## config.mk

```make
export PLATFORM = sky130hd
export DESIGN_NAME = keypad_scan_ctrl
export DESIGN_NICKNAME = d
export VERILOG_FILES = /design/src/rtl/keypad_scan_ctrl.sv
export SDC_FILE = /design/constraint.sdc
export NUM_CORES = 1
export LEC_CHECK = 0
export CAP_MARGIN = 30
export CORE_MARGIN = 1
export CORE_UTILIZATION = 45
export DETAILED_ROUTE_END_ITERATION = 7
export MAX_ROUTING_LAYER = met4
export PLACE_DENSITY = 0.59
export SLEW_MARGIN = 20
export SYNTH_ARGS = -nofsm -noshare
export SYNTH_HDL_FRONTEND = slang
export SYNTH_SLANG_ARGS = --single-unit
```

## constraint.sdc

```tcl
create_clock -name clk -period 5.5 [get_ports clk]
set_input_delay 1.1 -clock clk [delete_from_list [all_inputs] [get_ports clk]]
set_output_delay 1.1 -clock clk [all_outputs]
set_load 0.1 [all_outputs]
```

## src/rtl/keypad_scan_ctrl.sv

```systemverilog
// keypad_scan_ctrl: 4x4 matrix keypad scanner with sweep debounce, ghost rejection and key-event FIFO
// Ports:
//   clk        system clock, rising edge
//   rst_n      asynchronous active-low reset
//   row        raw row returns, active-high, asynchronous to clk
//   col        column drive, one-hot while scanning, all ones otherwise
//   key_code   FIFO head code, 4*row_index + col_index
//   key_valid  FIFO not empty
//   key_rd     one-cycle pop strobe, ignored when empty
//   key_down   accepted key still held
//   overflow   sticky, a press was dropped on a full FIFO
//   ovf_clr    clears overflow (a simultaneous set wins)
module keypad_scan_ctrl #(
    parameter int CLK_DIV    = 1000,
    parameter int DEBOUNCE   = 4,
    parameter int FIFO_DEPTH = 4
) (
    input  logic       clk,
    input  logic       rst_n,
    input  logic [3:0] row,
    output logic [3:0] col,
    output logic [3:0] key_code,
    output logic       key_valid,
    input  logic       key_rd,
    output logic       key_down,
    output logic       overflow,
    input  logic       ovf_clr
);
    localparam int PW = $clog2(CLK_DIV);
    localparam int DW = $clog2(DEBOUNCE + 1);
    localparam int AW = $clog2(FIFO_DEPTH);
    localparam int CW = AW + 1;

    typedef enum logic [1:0] {IDLE, SCAN, HOLD} state_t;

    state_t        state, state_next;
    logic [3:0]    row_meta, rs;
    logic [PW-1:0] pre;
    logic          tick;
    logic [1:0]    col_idx;
    logic          hit, ghost;
    logic [3:0]    code, cand;
    logic [DW-1:0] deb_cnt, rel_cnt, deb_inc, rel_inc;
    logic          one_hot, multi;
    logic [1:0]    row_idx;
    logic [3:0]    samp_code, fin_code;
    logic          sweep_end, fin_hit, fin_ghost, accept, released;
    logic [3:0]    mem [FIFO_DEPTH];
    logic [AW-1:0] wr_ptr, rd_ptr;
    logic [CW-1:0] count;
    logic          full, pop, wr, ovf_set;

    // Row returns are asynchronous; every decision uses the synchronized copy.
    always_ff @(posedge clk or negedge rst_n) begin
        if (!rst_n) begin
            row_meta <= '0;
            rs       <= '0;
        end else begin
            row_meta <= row;
            rs       <= row_meta;
        end
    end

    assign tick = pre == PW'(CLK_DIV - 1);

    always_ff @(posedge clk or negedge rst_n) begin
        if (!rst_n)
            pre <= '0;
        else
            pre <= tick ? '0 : pre + 1'b1;
    end

    // Per-tick sample decode and end-of-sweep evaluation.
    always_comb begin
        one_hot   = (rs != '0) && ((rs & (rs - 4'd1)) == '0);
        multi     = (rs != '0) && !one_hot;
        row_idx   = rs[1] ? 2'd1 : rs[2] ? 2'd2 : rs[3] ? 2'd3 : 2'd0;
        samp_code = {row_idx, col_idx};
        sweep_end = (state == SCAN) && tick && (col_idx == 2'd3);
        // A second single-bit hit in the same sweep is as ambiguous as a multi-bit sample.
        fin_ghost = ghost || multi || (one_hot && hit);
        fin_hit   = hit || one_hot;
        fin_code  = hit ? code : samp_code;
        deb_inc   = (fin_code == cand) ? deb_cnt + 1'b1 : DW'(1);
        accept    = sweep_end && !fin_ghost && fin_hit && (deb_inc == DW'(DEBOUNCE));
        rel_inc   = rel_cnt + 1'b1;
        released  = (state == HOLD) && tick && (rs == '0) && (rel_inc == DW'(DEBOUNCE));
    end

    always_ff @(posedge clk or negedge rst_n) begin
        if (!rst_n)
            state <= IDLE;
        else
            state <= state_next;
    end

    always_comb begin
        state_next = (state == IDLE && tick && rs != '0)     ? SCAN :
                     (sweep_end && !fin_ghost && !fin_hit)   ? IDLE :
                     accept                                  ? HOLD :
                     released                                ? IDLE : state;
    end

    always_comb begin
        col      = (state == SCAN) ? 4'b0001 << col_idx : 4'b1111;
        key_down = state == HOLD;
    end

    // Sweep bookkeeping. col_idx wraps from 3 to 0, which restarts the sweep
    // or leaves it parked at 0 when the controller drops back to IDLE or HOLD.
    always_ff @(posedge clk or negedge rst_n) begin
        if (!rst_n) begin
            col_idx <= '0;
            hit     <= 1'b0;
            ghost   <= 1'b0;
            code    <= '0;
            cand    <= '0;
            deb_cnt <= '0;
            rel_cnt <= '0;
        end else if (tick) begin
            if (state == IDLE) begin
                col_idx <= '0;
                hit     <= 1'b0;
                ghost   <= 1'b0;
            end else if (state == SCAN) begin
                col_idx <= col_idx + 2'd1;
                if (sweep_end) begin
                    hit     <= 1'b0;
                    ghost   <= 1'b0;
                    cand    <= (!fin_ghost && fin_hit) ? fin_code : cand;
                    deb_cnt <= (fin_ghost || !fin_hit || accept) ? '0 : deb_inc;
                end else begin
                    hit   <= fin_hit;
                    ghost <= fin_ghost;
                    code  <= fin_code;
                end
            end else begin
                rel_cnt <= (rs != '0 || released) ? '0 : rel_inc;
            end
        end
    end

    // Event FIFO: a pop frees the slot a same-cycle push needs, so a full
    // FIFO only drops the press when nothing is read in that cycle.
    always_comb begin
        full    = count == CW'(FIFO_DEPTH);
        pop     = key_rd && (count != '0);
        wr      = accept && (!full || pop);
        ovf_set = accept && full && !pop;
    end

    always_ff @(posedge clk) begin
        if (wr)
            mem[wr_ptr] <= fin_code;
    end

    always_ff @(posedge clk or negedge rst_n) begin
        if (!rst_n) begin
            wr_ptr   <= '0;
            rd_ptr   <= '0;
            count    <= '0;
            overflow <= 1'b0;
        end else begin
            wr_ptr   <= wr ? wr_ptr + 1'b1 : wr_ptr;
            rd_ptr   <= pop ? rd_ptr + 1'b1 : rd_ptr;
            count    <= count + CW'(wr) - CW'(pop);
            overflow <= ovf_set ? 1'b1 : ovf_clr ? 1'b0 : overflow;
        end
    end

    assign key_valid = count != '0;
    assign key_code  = key_valid ? mem[rd_ptr] : 4'd0;

endmodule

```

==> flow_summary.ini, run 1 <==
[grt]
grt_pass1_vias = 1840
antenna_found_initial = 0
grt-ovfl-total = 0
grt_max_degree = 25
grt_pass1_wl_um = 8850
track_usage = 0.171

[layout]
fillers = 539
syn2layout_area_growth_pct = 15.0
fin_nets = 293
drive_above_1_share = 0.142
fin_area_um2 = 3450
diodes = 0

[synthesis]
netlist_area_um2 = 3000
synth_area_leaders = dfrtp_1 38%, edfxtp_1 16%, ha_1 5.8%
synth.top_cell.area_share = 0.384
ys_seq_elements = 62
synthArstFlopShare = 0.742
synth_nets = 268
synth-main-ff-cell = dfrtp_1
synth_edf_count = 16
ys_warn_count = 0
avgSynthCellArea_um2 = 12.2
ys_seq_area_frac = 0.544
yosys.area.top_type = dfrtp_1
syn_inst = 245
yosys.cell_types.count = 51

[critical_path]
start_kind = register
critPathCaptureType = output port
critPathKind = reg2out
cp_slowest_cell = clkdlybuf4s50_1
crit_path_cell_trace = mux4_2 > and2_1 > clkdlybuf4s50_1
critical_path.max_stage_delay_ps = 960
critPathArrivalTime_ps = 2540
worstPathRequired_ps = 4400
critPathLaunch = rd_ptr[0]
critPathMaxFanout = 6
reg2reg_from = pre[0]
reg2regPathDepth = 13

[clock_network]
clk_latency_ps = 330
ctsResizeCount = 0
cts_tree = built
cts_setup_buffers = 0
cts_buffers = 9
postCtsHoldBufs = 0
cts_max_level = 3
clk_pin_slew_ps = 70
cts_sinks = 62
cts.path.max_buffers = 2
cts_root_buf = clkbuf_8

[min_path]
hold_start = row_meta[1]
min_path_type = reg2reg
hold_depth = 0

[power_and_ir_drop]
power_density_nw_per_um2 = 254
clockPowerShare = 0.426
pwr-share-comb = 0.029
p_sw_uw = 184
swShare = 0.211
intPower_uw = 691
p_leak_uw = 0.00150
ir_drop_uv = 133
pwr-share-seq = 0.546

[placement]
port_buffers = 18
post_dp_cell_area_um2 = 3270
gp_congestion = 0.691
dp_hpwl_um = 3800

[timing]
fin_setup_tns_ps = 0
slew_violations = 0
fmax_mhz = 275
min_period_ps = 3640
tightest_slew_ps = 969
rsz0062_at_grt = false
slew_headroom = 0.352
period_share = 0.661
final-setup-viol-count = 0
holdWs_ps = 348
fin_skew_ps = 4.61
hold_viol = 0

[drt]
postRouteWirelength_um = 5120
drtIter0Drc = 77
wire_per_inst_um = 14.6
ant_nets = 0
drcViolationCount = 0
vias = 1831
vias_per_cell = 5.20
drtPass1Iterations = 4

[run_status]
outcome = completed

[floorplanning]
chipWidth_um = 83.7
die_h_um = 83.7
die-area_um2 = 7000
core_region_area_um2 = 6390
boundaryPins = 19
rows = 29
initial_core_util = 0.470

[job]
cap_violations = 0
==> critical path, delay by kind of cell, from the launching register on <==
kind,cells,cell delay (ps)
DFF,1,540
buffers and inverters,1,960
and+or+nand+nor,1,170
muxes,1,540
==> final cells by class <==
| cell class | count | area (um2) | share of cell area |
|---|---|---|---|
| Clock inverter | 5 | 51.3 | 0.0149 |
| Clock buffer | 11 | 131 | 0.0381 |
| Timing Repair Buffer | 20 | 203 | 0.0588 |
| Inverter | 14 | 52.6 | 0.0152 |
| Sequential cell | 62 | 1630 | 0.473 |
| Tap cell | 77 | 96.3 | 0.0279 |
| Multi-Input combinational cell | 163 | 1280 | 0.372 |
==> path summary, 6_finish.rpt <==
| kind | endpoint | slack (ps) |
|---|---|---|
| worst min-delay path | rs[1] | 350 |
| worst max register to register | count[2] | 1870 |
| worst max-delay path | key_code[0] | 1860 |
| max in group asynchronous | wr_ptr[0] | 4220 |
| worst min register to register | rs[1] | 350 |
| min in group asynchronous | col_idx[0] | 760 |
==> layout by cell type (no fill, tap or decap), drive strengths merged, types with 9 or more instances in the layout <==
cell / n
and2: 11
clkbuf: 11
clkdlybuf4s50: 17
dfrtp: 46
edfxtp: 16
ha: 14
inv: 14
mux2: 10
nand2: 19
nand2b: 9
nor2: 11
o21ai: 10
==> Yosys cell counts, types with 2 or more instances <==
master	count
nand3b_1	2
clkbuf_1	3
mux4_2	4
and3_1	2
buf_2	2
inv_1	14
xor2_1	8
and2_2	3
nor2_1	11
nand2_1	19
nor3_1	4
and2_1	8
o21ai_0	10
nand3_1	7
edfxtp_1	16
nand2b_1	9
a21oi_1	4
nor4_1	2
xnor2_1	8
a21o_1	2
nor2b_1	8
ha_1	14
o211ai_1	3
mux2_2	9
dfrtp_1	46
a211o_1	2
==> state kept, by name, summed over array words and instances, names as in the netlist <==
signal	count
col_idx	2
wr_ptr	2
ghost	1
code	4
row_meta	4
hit	1
overflow	1
state	2
deb_cnt	3
rs	4
count	3
mem	16
pre	10
cand	4
rel_cnt	3
rd_ptr	2
==> layer usage <==
metal | GRT usage | part of all wire
met1 | 0.228 | 0.49
met2 | 0.250 | 0.46
met3 | 0.0415 | 0.025
met4 | 0.0786 | 0.019
met5 | - | 0
==> per-stage QoR <==
stage	power, uW	utilization	instances	setup WS [ps]
floorplan	496	-	245	2130
global placement	511	0.508	335	1690
detailed placement	513	0.512	336	1640
CTS	890	0.540	352	1810
global route	914	0.540	352	1650
finish	876	0.540	352	1860
==> kinds of logic after synthesis <==
logic type,share of synthesized area
flip-flops,0.544
XOR/XNOR,0.0467
buffers and inverters,0.0284
adder cells (fa/ha/maj),0.0684
AO/OA/AOI/OAI,0.0817
multiplexers,0.0688
AND/OR/NAND/NOR,0.162
==> power by group through the flow <==
stage	Sequential [uW]	Clock (uW)	Combinational, uW
2_1_floorplan	485	0	11.5
3_3_place_gp	487	0	23.9
3_5_place_dp	487	0	25.8
4_1_cts	478	387	25.9
5_1_grt	478	408	28.6
6_report	478	373	25.0
No activity file was read; power rests on OpenSTA's default activity.
==> run 2: changes to the inputs <==
- PLACE_DENSITY: 0.59 -> 0.62
- clock period: 5.5 -> 3.05 ns (I/O delays scaled with it)
==> run 2 against run 1 <==
Net effect: clock power up 110%; core utilization up 3.1 points; routed wire length up 2.6%; total power up 92%; global-route usage up 0.52 points; worst hold slack worse by 3.5 ps; non-clock buffer count up 21; largest cell class unchanged; largest power group unchanged; sequential share of layout area down 2.6 points; sequential cell count unchanged; count of clock-buffer cells in the layout down 2; first-iteration DRC count up 13%.
==> flow_summary.ini, run 2 (same netlist as run 1, synthesis figures left out) <==
[floorplanning]
initial_core_util = 0.470
chipWidth_um = 83.7
die-area_um2 = 7000
core_region_area_um2 = 6390
rows = 29
boundaryPins = 19
die_h_um = 83.7

[clock_network]
cts_root_buf = clkbuf_8
cts_sinks = 62
cts_buffers = 9
cts.path.max_buffers = 2
clk_pin_slew_ps = 70
cts_max_level = 3
clk_latency_ps = 340
cts_tree = built

[timing]
hold_viol = 0
fmax_mhz = 336
tightest_slew_ps = 654
fin_setup_tns_ps = 0
rsz0062_at_grt = true
slew_headroom = 0.560
period_share = 0.977
final-setup-viol-count = 0
holdWs_ps = 345
fin_skew_ps = 6.25
min_period_ps = 2980
slew_violations = 0

[layout]
final_cell_mix = 46 x dfrtp_1, 34 x buf_4, 19 x nand2_1
diodes = 0
largest_register_ffs = 16
final_common_cell = dfrtp_1
utilization = 0.571
regMostFlops = mem
top_regs = mem (16), pre (10)
fin_nets = 314
drive_above_1_share = 0.277
syn2layout_area_growth_pct = 21.6

[critical_path]
critPathTopFamily = simple AND/OR/NAND/NOR gates
crit_buf_inv = 3
critPathCaptureType = register
crit_top_cell = inv_2
critPathMaxFanout = 3
crit_path_cell_trace = ha_2 > nand3b_1 > or4_4 > a2111oi_4 > and4b_1 > inv_2 > ha_4 > inv_2 > ha_4 > inv_2 > fa_2 > xnor2_2 > xnor2_1
start_kind = register
cp_slowest_cell = or4_4
critical_path.max_stage_delay_ps = 550
critPathArrivalTime_ps = 3200
critPathLaunch = col_idx[1]
worstPathRequired_ps = 3270
reg2reg_from = col_idx[1]
critPathKind = reg2reg

[grt]
grt_pass1_vias = 1970
antenna_found_initial = 0
grt-ovfl-total = 0
grt_pass1_wl_um = 9150
grt_max_degree = 47
track_usage = 0.177

[drt]
drtIter0Drc = 87
postRouteWirelength_um = 5260
vias = 1906
wire_per_inst_um = 14.1
vias_per_cell = 5.11
drtPass1Iterations = 4
ant_nets = 0
drcViolationCount = 0

[job]
cap_violations = 0

[power_and_ir_drop]
power_density_nw_per_um2 = 461
ir_drop_uv = 288
p_leak_uw = 0.00162

[run_status]
outcome = completed

[min_path]
min_path_type = reg2reg
hold_start = row_meta[2]

[placement]
dp_hpwl_um = 3830
port_buffers = 18
gp_congestion = 0.727
-- run 2: changes by cell type in the layout (fill, tap and decap cells not counted), moves of 2 or more --
cell	previous run	this run
inv_2	0	3
ha_4	0	3
clkbuf_1	2	0
ha_1	14	10
buf_4	1	34
clkdlybuf4s50_1	17	6
inv_1	14	11
-- run 2: path summary, 6_finish.rpt --
check / endpoint / slack, ps / cells after the start
max in group asynchronous: wr_ptr[0] / 2270 / 2
min: rs[2] / 340 / 0
min reg2reg: rs[2] / 340 / 0
min in group asynchronous: code[0] / 360 / 2
max reg2reg: count[2] / 70 / 13
max: count[2] / 70 / 13
-- run 2: cell type report --
cell class / instances / area [um2]
Clock inverter: 7 / 88.8
Tap cell: 77 / 96.3
Sequential cell: 62 / 1630
Fill cell: 539 / 2740
Inverter: 14 / 52.6
Timing Repair Buffer: 41 / 320
Clock buffer: 9 / 124
Multi-Input combinational cell: 163 / 1340
-- run 2: what timing repair did --
item	4_1_cts	5_1_grt
setup endpoints to repair	0	1
gates resized for setup	0	3
setup buffers	0	2
hold endpoints to repair	0	0
hold buffers	0	0
-- run 2: metrics by stage --
stage	setup WS [ps]	total power, uW	cells	cell area, um2
global route	-100	1750	373	3650
global placement	-168	926	355	3410
CTS	37.2	1710	371	3620
floorplan	-70.8	897	245	3060
detailed placement	-218	927	355	3410
finish	69.5	1680	373	3650
-- run 2: power breakdown --
group	total [uW]	switching, uW	leakage [uW]	internal (uW)
Clock	773	319	0.000104	454
Sequential	859	3.72	0.000770	856
Combinational	50.0	29.5	0.000745	20.5
Total	1680	352	0.00162	1330
-- run 2: layer usage --
metal	wire, um	GRT usage	vias to the layer above
met5	0	-	-
li1	-	-	950
met1	2270	0.197	925
met3	163	0.0574	8
met2	2750	0.290	23
met4	81	0.0786	0
==> run 3: changes to the inputs <==
- CELL_PAD_IN_SITES_DETAIL_PLACEMENT: default -> 1
- CELL_PAD_IN_SITES_GLOBAL_PLACEMENT: default -> 2
- CORE_UTILIZATION: 45 -> 37
- GPL_ROUTABILITY_DRIVEN: default -> 0
- PLACE_DENSITY: 0.62 -> 0.72
==> run 3 against run 2 <==
Net effect: clock skew up 7.2 ps; count of clock-buffer cells in the layout did not move; critical path depth fell by 1; die area increased by 21%; setup slack got worse by 6.9 ps; combinational power is 7.2% higher; total power fell by 1.5%; sequential power barely moved; sequential share of layout area fell by 0.32 points; via count up 1.4%; sequential cell count is the same; critical path type unchanged; critical endpoint unchanged.
==> flow_summary.ini, run 3 (same netlist as run 1, synthesis figures left out) <==
[critical_path]
critPathKind = reg2reg
reg2regPathDepth = 12
critPathMaxFanout = 3
critPathArrivalTime_ps = 3220
critPathCaptureType = register
crit_path_cell_trace = maj3_2 > o31a_1 > a2111oi_4 > and4b_1 > inv_2 > ha_4 > inv_2 > ha_4 > inv_2 > fa_2 > xnor2_2 > xnor2_1
start_kind = register
r2r-end = count[2]
reg2reg_from = rs[3]
cp_slowest_cell = dfrtp_1
r2r_setup_slack_ps = 60
worstPathRequired_ps = 3280
critical_path.max_stage_delay_ps = 430
crit_top_cell = inv_2

[timing]
period_share = 0.979
rsz0062_at_grt = true
layout_setup_ws_ps = 62.6
slew_violations = 0
fin_setup_tns_ps = 0
hold_viol = 0
tightest_slew_ps = 813
slew_headroom = 0.453
final-setup-viol-count = 0
min_period_ps = 2990
fin_skew_ps = 13.5
fmax_mhz = 335

[job]
cap_violations = 0

[power_and_ir_drop]
pwr-share-comb = 0.032
p_sw_uw = 392
ir_drop_uv = 189
total_power_uw = 1660
power_density_nw_per_um2 = 451
pwr-share-seq = 0.518
intPower_uw = 1260
swShare = 0.237
clockPowerShare = 0.449
p_leak_uw = 0.00162

[layout]
diodes = 0
final_cell_mix = 46 x dfrtp_1, 32 x buf_4, 19 x nand2_1
final_common_cell = dfrtp_1
fin_area_um2 = 3670
utilization = 0.473
drive_above_1_share = 0.281
seqCellArea_um2 = 1630
largest_register_ffs = 16
regMostFlops = mem
syn2layout_area_growth_pct = 22.5
multiInputGateArea_um2 = 1340
fin_nets = 313
top_regs = mem (16), pre (10)
fillers = 846

[clock_network]
cts_sinks = 62
cts_buffers = 9
postCtsHoldBufs = 0
cts_tree = built
cts_root_buf = clkbuf_8
clk_pin_slew_ps = 80
cts.path.max_buffers = 2
cts_max_level = 3
clk_latency_ps = 350

[placement]
dp_hpwl_um = 4670
place_ws_ps = -281
port_buffers = 18
post_dp_cell_area_um2 = 3450

[grt]
antenna_found_initial = 0
grt_max_degree = 30
track_usage = 0.170
grt_pass1_vias = 2219
grt-ovfl-total = 0
grt_pass1_wl_um = 10500

[drt]
wire_per_inst_um = 15.4
drtPass1Iterations = 4
vias_per_cell = 4.87
vias = 1933
drtIter0Drc = 24
drcViolationCount = 0
postRouteWirelength_um = 6110
ant_nets = 0

[floorplanning]
rows = 32
chipWidth_um = 92.1
initial_core_util = 0.386
core_region_area_um2 = 7770
die-area_um2 = 8470
die_h_um = 92.1
boundaryPins = 19

[min_path]
min_path_type = in2async

[run_status]
outcome = completed
[run 3: worst max-delay path by stage]
stage                     depth (start not counted)        from  slack, ps        to
final                                            12       rs[3]         60  count[2]
after global routing                             13  col_idx[1]        -90  count[2]
after CTS                                        13      pre[1]         30  count[2]
after detailed placement                         12      key_rd       -280  count[2]
after global placement                           12      key_rd       -180  count[2]
after floorplan                                  14       rs[2]        -70  count[2]
[run 3: area by class of cell]
type                       instances  area share
clock buffer                       9      0.0337
clock inverter                     7      0.0215
inverter                          14      0.0143
multi-input combinational        163       0.363
sequential                        62       0.444
tap                              102      0.0347
timing repair buffer              40      0.0885
[run 3: what timing repair did]
item / 4_1_cts / 5_1_grt
gates resized for setup: 2 / 1
endpoints found under the setup margin: 1 / 2
hold endpoints to repair: 0 / 0
buffers inserted: 0 / 1
[run 3: worst max-delay path: cells and delay by family, from the launching register on]
family / cells / cell delay, ps
compound gates: 2 / 740
xor+xnor: 2 / 270
fa+ha+maj: 4 / 980
buf+inv: 3 / 140
flops: 1 / 430
simple gates: 1 / 290
[run 3: routing by layer]
layer	share of wire	GRT usage	vias up
met5	0	-	-
met2	0.54	0.310	23
met4	0.013	0.0664	0
met3	0.028	0.0448	6
li1	-	-	948
met1	0.42	0.174	956
[run 3: power groups by stage]
stage                     registers, uW  logic, uW  clock network, uW
after global routing                859       59.4                799
after detailed placement            876       55.3                  0
final                               859       53.6                744
after global placement              875       51.5                  0
after floorplan                     875       22.9                  0
after CTS                           859       55.4                771
[run 3: stage by stage]
step | hold WS [ps] | std cells
floorplan | 314 | 245
global placement | 333 | 379
detailed placement | 338 | 380
CTS | 196 | 396
global route | 212 | 397
finish | 201 | 397
